**src/rtl/seq_multiplier_pkg.sv**
```systemverilog
// Shared types and helpers for the sequential shift-add multiplier.
package seq_multiplier_pkg;

  typedef enum logic [1:0] {
    ST_IDLE = 2'd0,
    ST_CALC = 2'd1,
    ST_DONE = 2'd2
  } state_t;

  // Counter must reach WIDTH itself, hence the +1.
  function automatic int unsigned cnt_w(input int unsigned width);
    return $clog2(width + 1);
  endfunction

endpackage

```
**src/rtl/seq_multiplier_shift_add_step.sv**
```systemverilog
// One radix-2 partial-product step: acc + (lsb ? mcand << count : 0).
module shift_add_step
  import seq_multiplier_pkg::*;
#(
  parameter int unsigned WIDTH = 8
) (
  input  logic [2*WIDTH-1:0]        i_acc,
  input  logic [WIDTH-1:0]          i_mcand,
  input  logic                      i_mplier_lsb,
  input  logic [cnt_w(WIDTH)-1:0]   i_count,
  output logic [2*WIDTH-1:0]        o_acc
);

  logic [2*WIDTH-1:0] w_addend;

  always_comb begin
    w_addend = '0;
    if (i_mplier_lsb) begin
      w_addend = {{WIDTH{1'b0}}, i_mcand} << i_count;
    end
    o_acc = i_acc + w_addend;
  end

endmodule

```
**src/rtl/seq_multiplier.sv**
```systemverilog
// Sequential radix-2 shift-add multiplier with optional signed mode and
// start/busy/done handshake; one partial product per clock.
module seq_multiplier
  import seq_multiplier_pkg::*;
#(
  parameter int unsigned WIDTH     = 8,
  parameter bit          SIGNED_EN = 1'b1
) (
  input  logic                 clk,
  input  logic                 rst_n,
  input  logic                 start,
  input  logic                 signed_mode,
  input  logic [WIDTH-1:0]     a,
  input  logic [WIDTH-1:0]     b,
  output logic                 busy,
  output logic                 done,
  output logic [2*WIDTH-1:0]   product
);

  localparam int unsigned CNT_W = cnt_w(WIDTH);

  state_t               r_state;
  state_t               w_next_state;
  logic [WIDTH-1:0]     r_mcand;
  logic [WIDTH-1:0]     r_mplier;
  logic                 r_neg;
  logic [2*WIDTH-1:0]   r_acc;
  logic [CNT_W-1:0]     r_count;
  logic [2*WIDTH-1:0]   r_product;

  logic                 w_signed_op;
  logic [WIDTH-1:0]     w_a_mag;
  logic [WIDTH-1:0]     w_b_mag;
  logic                 w_count_last;
  logic [2*WIDTH-1:0]   w_next_acc;
  logic [2*WIDTH-1:0]   w_result;

  // Magnitude of the most negative value wraps to itself, which is correct as unsigned.
  always_comb begin
    w_signed_op  = signed_mode & SIGNED_EN;
    w_a_mag      = (w_signed_op && a[WIDTH-1]) ? -a : a;
    w_b_mag      = (w_signed_op && b[WIDTH-1]) ? -b : b;
    w_count_last = (r_count == CNT_W'(WIDTH));
    w_result     = r_neg ? -r_acc : r_acc;
  end

  shift_add_step #(
    .WIDTH (WIDTH)
  ) u_step (
    .i_acc        (r_acc),
    .i_mcand      (r_mcand),
    .i_mplier_lsb (r_mplier[0]),
    .i_count      (r_count),
    .o_acc        (w_next_acc)
  );

  always_ff @(posedge clk) begin
    if (!rst_n) begin
      r_state <= ST_IDLE;
    end else begin
      r_state <= w_next_state;
    end
  end

  always_comb begin
    w_next_state = ST_IDLE;
    case (r_state)
      ST_IDLE: w_next_state = start ? ST_CALC : ST_IDLE;
      ST_CALC: w_next_state = w_count_last ? ST_DONE : ST_CALC;
      ST_DONE: w_next_state = ST_IDLE;
      default: w_next_state = ST_IDLE;
    endcase
  end

  always_comb begin
    busy = (r_state == ST_CALC) || (r_state == ST_DONE);
    done = (r_state == ST_DONE);
  end

  // The CALC cycle with count==WIDTH only resolves the sign, giving the WIDTH+2 cadence.
  always_ff @(posedge clk) begin
    if (!rst_n) begin
      r_mcand   <= '0;
      r_mplier  <= '0;
      r_neg     <= 1'b0;
      r_acc     <= '0;
      r_count   <= '0;
      r_product <= '0;
    end else begin
      case (r_state)
        ST_IDLE: begin
          if (start) begin
            r_mcand  <= w_a_mag;
            r_mplier <= w_b_mag;
            r_neg    <= w_signed_op & (a[WIDTH-1] ^ b[WIDTH-1]);
            r_acc    <= '0;
            r_count  <= '0;
          end
        end
        ST_CALC: begin
          if (!w_count_last) begin
            r_acc    <= w_next_acc;
            r_mplier <= r_mplier >> 1;
            r_count  <= r_count + 1'b1;
          end else begin
            r_product <= w_result;
          end
        end
        default: ;
      endcase
    end
  end

  assign product = r_product;

endmodule

```
**config.mk**
```make
export PLATFORM = sky130hd
export DESIGN_NAME = seq_multiplier
export DESIGN_NICKNAME = d
export VERILOG_FILES = /design/src/rtl/seq_multiplier_pkg.sv /design/src/rtl/seq_multiplier_shift_add_step.sv /design/src/rtl/seq_multiplier.sv
export SDC_FILE = /design/constraint.sdc
export NUM_CORES = 1
export LEC_CHECK = 0
export ABC_CLOCK_PERIOD_IN_PS = 8400
export BUFFER_PORTS_ARGS = -buffer_cell sky130_fd_sc_hd__buf_2
export CELL_PAD_IN_SITES_DETAIL_PLACEMENT = 1
export CELL_PAD_IN_SITES_GLOBAL_PLACEMENT = 1
export CORE_UTILIZATION = 45
export CTS_CLUSTER_DIAMETER = 30
export DETAILED_ROUTE_END_ITERATION = 12
export PLACE_DENSITY_LB_ADDON = 0.05
export REMOVE_ABC_BUFFERS = 1
export SLEW_MARGIN = 40
export SYNTH_ARGS = -nofsm -noshare
export SYNTH_HDL_FRONTEND = slang
export SYNTH_SLANG_ARGS = --single-unit
```
**constraint.sdc**
```tcl
create_clock -name clk -period 8.4 [get_ports clk]
set_input_delay 1.68 -clock clk [delete_from_list [all_inputs] [get_ports clk]]
set_output_delay 1.68 -clock clk [all_outputs]
set_load 0.02 [all_outputs]
```
Yosys cells after proc, flatten, opt, wreduce, memory -nomap -nowiden
Cells that the tools add are included.
{ "word_totals": {"ff_bits": 55, "out_inout_bits": 18, "word_cells": 44} }
{ "classes": {"addsub": 5, "n_eq_ne": 5, "shift": 1, "mux": 16, "bitwise": 2, "n_reduce_logical": 8} }
{ "ops": {"columns": ["cell", "n"], "rows": [
  ["$mux W16", 4],
  ["$mux W8", 4],
  ["$pmux W16 S2", 1],
  ["$add A16 B16 Y16", 1],
  ["$neg A16 Y16", 1],
  ["$neg A8 Y8", 2],
  ["$pmux W8 S2", 1],
  ["$shl A8 B4 Y16", 1],
  ["$mux W4", 2],
  ["$pmux W4 S2", 1],
  ["$add A4 B1 Y4 const B", 1],
  ["$eq A4 B4 Y1 const B", 1],
  ["$ne A2 B2 Y1 const B", 2],
  ["$pmux W2 S2", 1],
  ["$reduce_and A2 Y1", 2],
  ["$reduce_and A3 Y1", 1],
  ["$eq A2 B1 Y1 const B", 1],
  ["$eq A2 B2 Y1 const B", 1],
  ["$logic_and A1 B1 Y1", 2],
  ["$logic_not A2 Y1", 1],
  ["$mux W2", 1],
  ["$reduce_bool A2 Y1", 1],
  ["$and A1 B1 Y1", 1],
  ["$logic_or A1 B1 Y1", 1],
  ["other kinds (2)", 2]
]} }

Longest topological paths before layout
{ "depth": {"depth_word": 5, "depth_mapped": 17} }

Hierarchy
A second synthesis with hierarchy kept.
{ "hier_totals": {"hier_cells": 504, "area_unflattened_um2": 3870.0} }
{ "modules_own_cells": {"columns": ["module", "n_inst", "cells_per_inst", "area_per_inst_um2", "seq_area_each_um2"], "rows": [
  ["seq_multiplier", 1, 337, 2700.1, 1101.1],
  ["shift_add_step", 1, 167, 1169.9, 0.0]
]} }

Least setup slack after synthesis
No wires, ideal clock.
{ "synth_timing": {"path_kind": "flip-flop to flip-flop", "from": "reg r_count[2]", "to": "reg r_acc[14]", "setup_ns": 0.119, "t_arrival_ns": 2.801, "t_required_ns": 8.281, "path_slack_ns": 5.480, "path_stages_with_launch": 14, "n_path_buf": 1, "period_less_slack_ns": 2.920, "path_cell_list": "dfxtp_1 -> buf_2 -> clkinv_1 -> nand2b_1 -> nor2_1 -> ha_1 -> fa_1 -> a21o_1 -> a21o_1 -> a211oi_4 -> o31ai_2 -> a311oi_2 -> xor2_1 -> o21ai_1"} }
{ "synth_via": {"elab_chain_len": 5, "word_cells_on_any_way": 8, "classes_between": "add/sub (1); eq/ne (2); shift (1); mux (3); reduce/logical (1)"} }
{ "synth_rtl": {"columns": ["element", "line", "rtl"], "rows": [
  ["start: declaration", "seq_multiplier.sv:28", "logic [CNT_W-1:0] r_count;"],
  ["start signal: assignment", "seq_multiplier.sv:104", "r_count <= r_count + 1'b1;"],
  ["$shl A8 B4 Y16", "seq_multiplier_shift_add_step.sv:19", "w_addend = {{WIDTH{1'b0}}, i_mcand} << i_count;"],
  ["$mux W16", "seq_multiplier_shift_add_step.sv:18", "if (i_mplier_lsb) begin"],
  ["$add A16 B16 Y16", "seq_multiplier_shift_add_step.sv:21", "o_acc = i_acc + w_addend;"],
  ["$mux W16", "seq_multiplier.sv:101", "if (!w_count_last) begin"],
  ["$pmux W16 S2", "seq_multiplier.sv:90", "case (r_state)"],
  ["end signal: assignment", "seq_multiplier.sv:102", "r_acc <= w_next_acc;"],
  ["end: declaration", "seq_multiplier.sv:27", "logic [2*WIDTH-1:0] r_acc;"]
]} }
Parallel ways exist; a longest one is shown, timed or not. The select of a mux whose other input is x is not followed.
A chain may end at the register's enable or synchronous reset.

Final worst setup path
{ "layout_timing": {"from": "reg r_count[1]", "to": "reg r_acc[15]"} }
Same word-level chain as after synthesis.

==> out/summary.txt <==
# hold bufs at CTS = 0
post-synthesis share of cell area spent on full adders, half adders and majority gates = 8.03%
run status = complete, no violations
horizontal extent of the die = 94.3 µm
Sw Share = 29.0%
clock root buffer = sky130_fd_sc_hd__clkbuf_8
fraction of synthesis flops using an asynchronous set or reset pin = 0%
Die Area = 8890 µm²
Final Cycle Share = 42.5%
count of TritonRoute iterations in the first routing pass = 4
number of antenna violations at the first check in global routing = 0
Required @ worst endpoint = 8650 ps
endpoints failing setup = 0
amount of wire on met3 after detailed routing = 362 µm
xor-xnor portion of the synthesized cell area = 7.09%
diodes inserted = 0
final hold slack = 462 ps
post-route clock skew = 16.1 ps
via density per instance = 5.71
maximum level of the CTS H-tree = 2
Comb pwr share = 15.4%
DPL Wire Length = 8.11 mm
residual overflow from global routing = 0
Max VDD drop = 0.0609 mV
count of unresolved DRC violations after routing = 0
number of unique standard cell types used by synthesis = 54
post-route ant nets = 0
routed metal-1 wirelength = 4.66 mm
number of vias in the routed layout = 3620
routability congestion estimate = 0.880
max-cap check violation count = 0
number of warning messages in the yosys log = 0
Tightest Hold Check Type = reg2reg
Post-Syn Instances = 508
uppermost layer routed = met4
clock-pin slew reported for the worst setup and hold paths after clock tree synthesis = 110 ps
Reg power frac = 51.2%
post-synthesis compound-gate area fraction = 24.5%
row count = 33
switching power total = 158 µW
Final Routed Wirelength = 10.5 mm
maximum root-to-sink buffer count = 2
Floorplan Core Area = 8220 µm²
layout overhead on the synthesized area = 8.69%
syn_area_per_cell = 7.54 µm²
total negative setup slack = 0 ps
Clock Latency Late Sink = 330 ps
first-pass GRT wire length = 17.7 mm
post-synthesis mux area share = 4.96%
power per standard cell area = 131 nW/µm²
Final Net Count = 573
most frequent cell after synthesis = sky130_fd_sc_hd__nand2_1
Startpoint Class = flip-flop
Final Power = 544 µW
number of placed I/O pins = 38
most frequent cells after synthesis = sky130_fd_sc_hd__nand2_1, sky130_fd_sc_hd__dfxtp_1, sky130_fd_sc_hd__nor2_1
slew margin rel. = 47.5%
DR WL met2 = 5.27 mm
TritonCTS buffer count = 5
CTS tree = done
Worst setup EP type = flip-flop
cell area after synthesis = 3830 µm²
number of flops mapped to enable cells by yosys = 0
GRT Total Usage = 25.5%
Worst Setup Path Type = reg2reg
most used flip-flop cell after synthesis = sky130_fd_sc_hd__dfxtp_1
flop2flop setup slack = 4830 ps
share of post-route cells with drive strength above 1 = 11.2%
Place WS = 4930 ps
f_max = 0.280 GHz
pin count of the biggest net entering global routing = 44
data arrival time of the critical path = 3820 ps
portion of synthesized cell area occupied by the leading cell type = 28.7%
Setup Fix Bufs, Post-CTS = 0
transition time at the pin with the least slew margin = 788 ps
clock network fraction of design power = 33.4%
Vert. Die Dim = 94.3 µm
via count of the first global-routing pass = 3745
number of register bits inferred by synthesis = 55
post_cts resized = 0
iteration-0 DRC count of the detailed router = 75
total number of clock tree sinks = 55
highest net fanout along the worst path = 17
buffers added on ports = 37
leakage component of the power = 1.75 nW
largest area contributor in the netlist = sky130_fd_sc_hd__dfxtp_1
internal power consumption = 386 µW
area share of and/or/nand/nor cells after synthesis = 22.3%
drt wl/cell = 16.6 µm
final hold violation count = 0
initial standard-cell utilization of the core = 46.6%
final period demand of the worst path = 3570 ps
Seq/Total Area, Yosys = 28.7%
combinational family with the most area after synthesis = compound AO/OA/AOI/OAI gates
setup repair after global routing missed its margin = no
top cells by area, synth = sky130_fd_sc_hd__dfxtp_1, sky130_fd_sc_hd__nand2_1, sky130_fd_sc_hd__ha_1, sky130_fd_sc_hd__a21oi_1, sky130_fd_sc_hd__nor2_1
count of pins over their slew limit = 0
Final Worst Setup Slack = 4830 ps
-- kinds of logic (layout without fill, tap and decap cells) --
kind of cell               count (synthesis)  count (layout)
and+or+nand+nor                          192             192
AOI/OAI and AO/OA                        148             148
DFF                                       55              55
buffers and inverters                     42              63
xor gates and xnor gates                  31              31
adders and majority gates                 24              24
muxes                                     16              16
-- layout make-up --
type                            count  area [µm²]
Tap cell                          105         131
Multi-Input combinational cell    411        2560
Sequential cell                    55        1100
Fill cell                        1059        4050
Inverter                           17        63.8
Clock buffer                        5        68.8
Timing Repair Buffer               39         200
Clock inverter                      2        37.5
-- metrics by stage --
step | area, µm² | cells | util [%]
2_1_floorplan | 3720 | 483 | -
3_3_place_gp | 4060 | 627 | 49.4
3_5_place_dp | 4060 | 627 | 49.4
4_1_cts | 4160 | 634 | 50.7
5_1_grt | 4160 | 634 | 50.7
6_report | 4160 | 634 | 50.7
-- layer usage --
metal | global-route usage, % | vias up
li1 | - | 1824
met5 | 0 | -
met2 | 46.8 | 69
met3 | 3.48 | 19
met4 | 9.10 | 0
met1 | 29.8 | 1708
-- power by group through the flow --
stage | combinational (mW) | sequential [mW] | clock (mW)
floorplan | 0.0560 | 0.281 | 0
global placement | 0.0803 | 0.284 | 0
detailed placement | 0.0837 | 0.285 | 0
CTS | 0.0845 | 0.279 | 0.184
global route | 0.0940 | 0.280 | 0.194
finish | 0.0837 | 0.279 | 0.182
-- final timing paths --
path                    start     endpoint  cells after the start
hold reg to reg   product[12]  product[12]                      2
setup / recovery   r_count[1]    r_acc[15]                     14
setup reg to reg   r_count[1]    r_acc[15]                     14
hold / removal    product[12]  product[12]                      2
-- worst max-delay path: stages, from the launching register on --
cell                      delay [ps]
sky130_fd_sc_hd__dfxtp_1         780
sky130_fd_sc_hd__mux2_2          430
sky130_fd_sc_hd__o21ai_0         290
sky130_fd_sc_hd__nor2_1          110
sky130_fd_sc_hd__a31oi_1         160
sky130_fd_sc_hd__o22ai_1         100
sky130_fd_sc_hd__and2_1          190
sky130_fd_sc_hd__ha_1            390
sky130_fd_sc_hd__nand2_1          70
sky130_fd_sc_hd__o21ai_0         260
sky130_fd_sc_hd__nor2_1          110
sky130_fd_sc_hd__a21oi_2         150
sky130_fd_sc_hd__xnor2_1          90
sky130_fd_sc_hd__or3_1           300
sky130_fd_sc_hd__o21ai_1          70
-- sequential cells by signal, indices dropped and copies added, names as in the netlist --
name and cells:
product 16, r_acc 16, r_mcand 8, r_mplier 8, r_count 4, r_state 2, r_neg 1
-- cells in the final DEF, fill, tap and decap left out, types with 4 or more instances in the layout --
cell,count
sky130_fd_sc_hd__mux2i_1,10
sky130_fd_sc_hd__nand3_1,14
sky130_fd_sc_hd__nor2_1,55
sky130_fd_sc_hd__inv_1,14
sky130_fd_sc_hd__xor2_1,17
sky130_fd_sc_hd__a22oi_1,8
sky130_fd_sc_hd__a211oi_1,10
sky130_fd_sc_hd__xnor2_1,14
sky130_fd_sc_hd__and3_1,4
sky130_fd_sc_hd__clkbuf_8,5
sky130_fd_sc_hd__a21oi_1,48
sky130_fd_sc_hd__nor3_1,5
sky130_fd_sc_hd__mux2_2,4
sky130_fd_sc_hd__o21ai_0,35
sky130_fd_sc_hd__a21o_1,8
sky130_fd_sc_hd__a311oi_1,4
sky130_fd_sc_hd__dfxtp_1,55
sky130_fd_sc_hd__or3_1,4
sky130_fd_sc_hd__a31oi_1,6
sky130_fd_sc_hd__nand2_1,79
sky130_fd_sc_hd__nand2b_1,5
sky130_fd_sc_hd__buf_2,37
sky130_fd_sc_hd__and2_1,6
sky130_fd_sc_hd__ha_1,23
sky130_fd_sc_hd__nor2b_1,10
(Power assumes the default switching activity.)
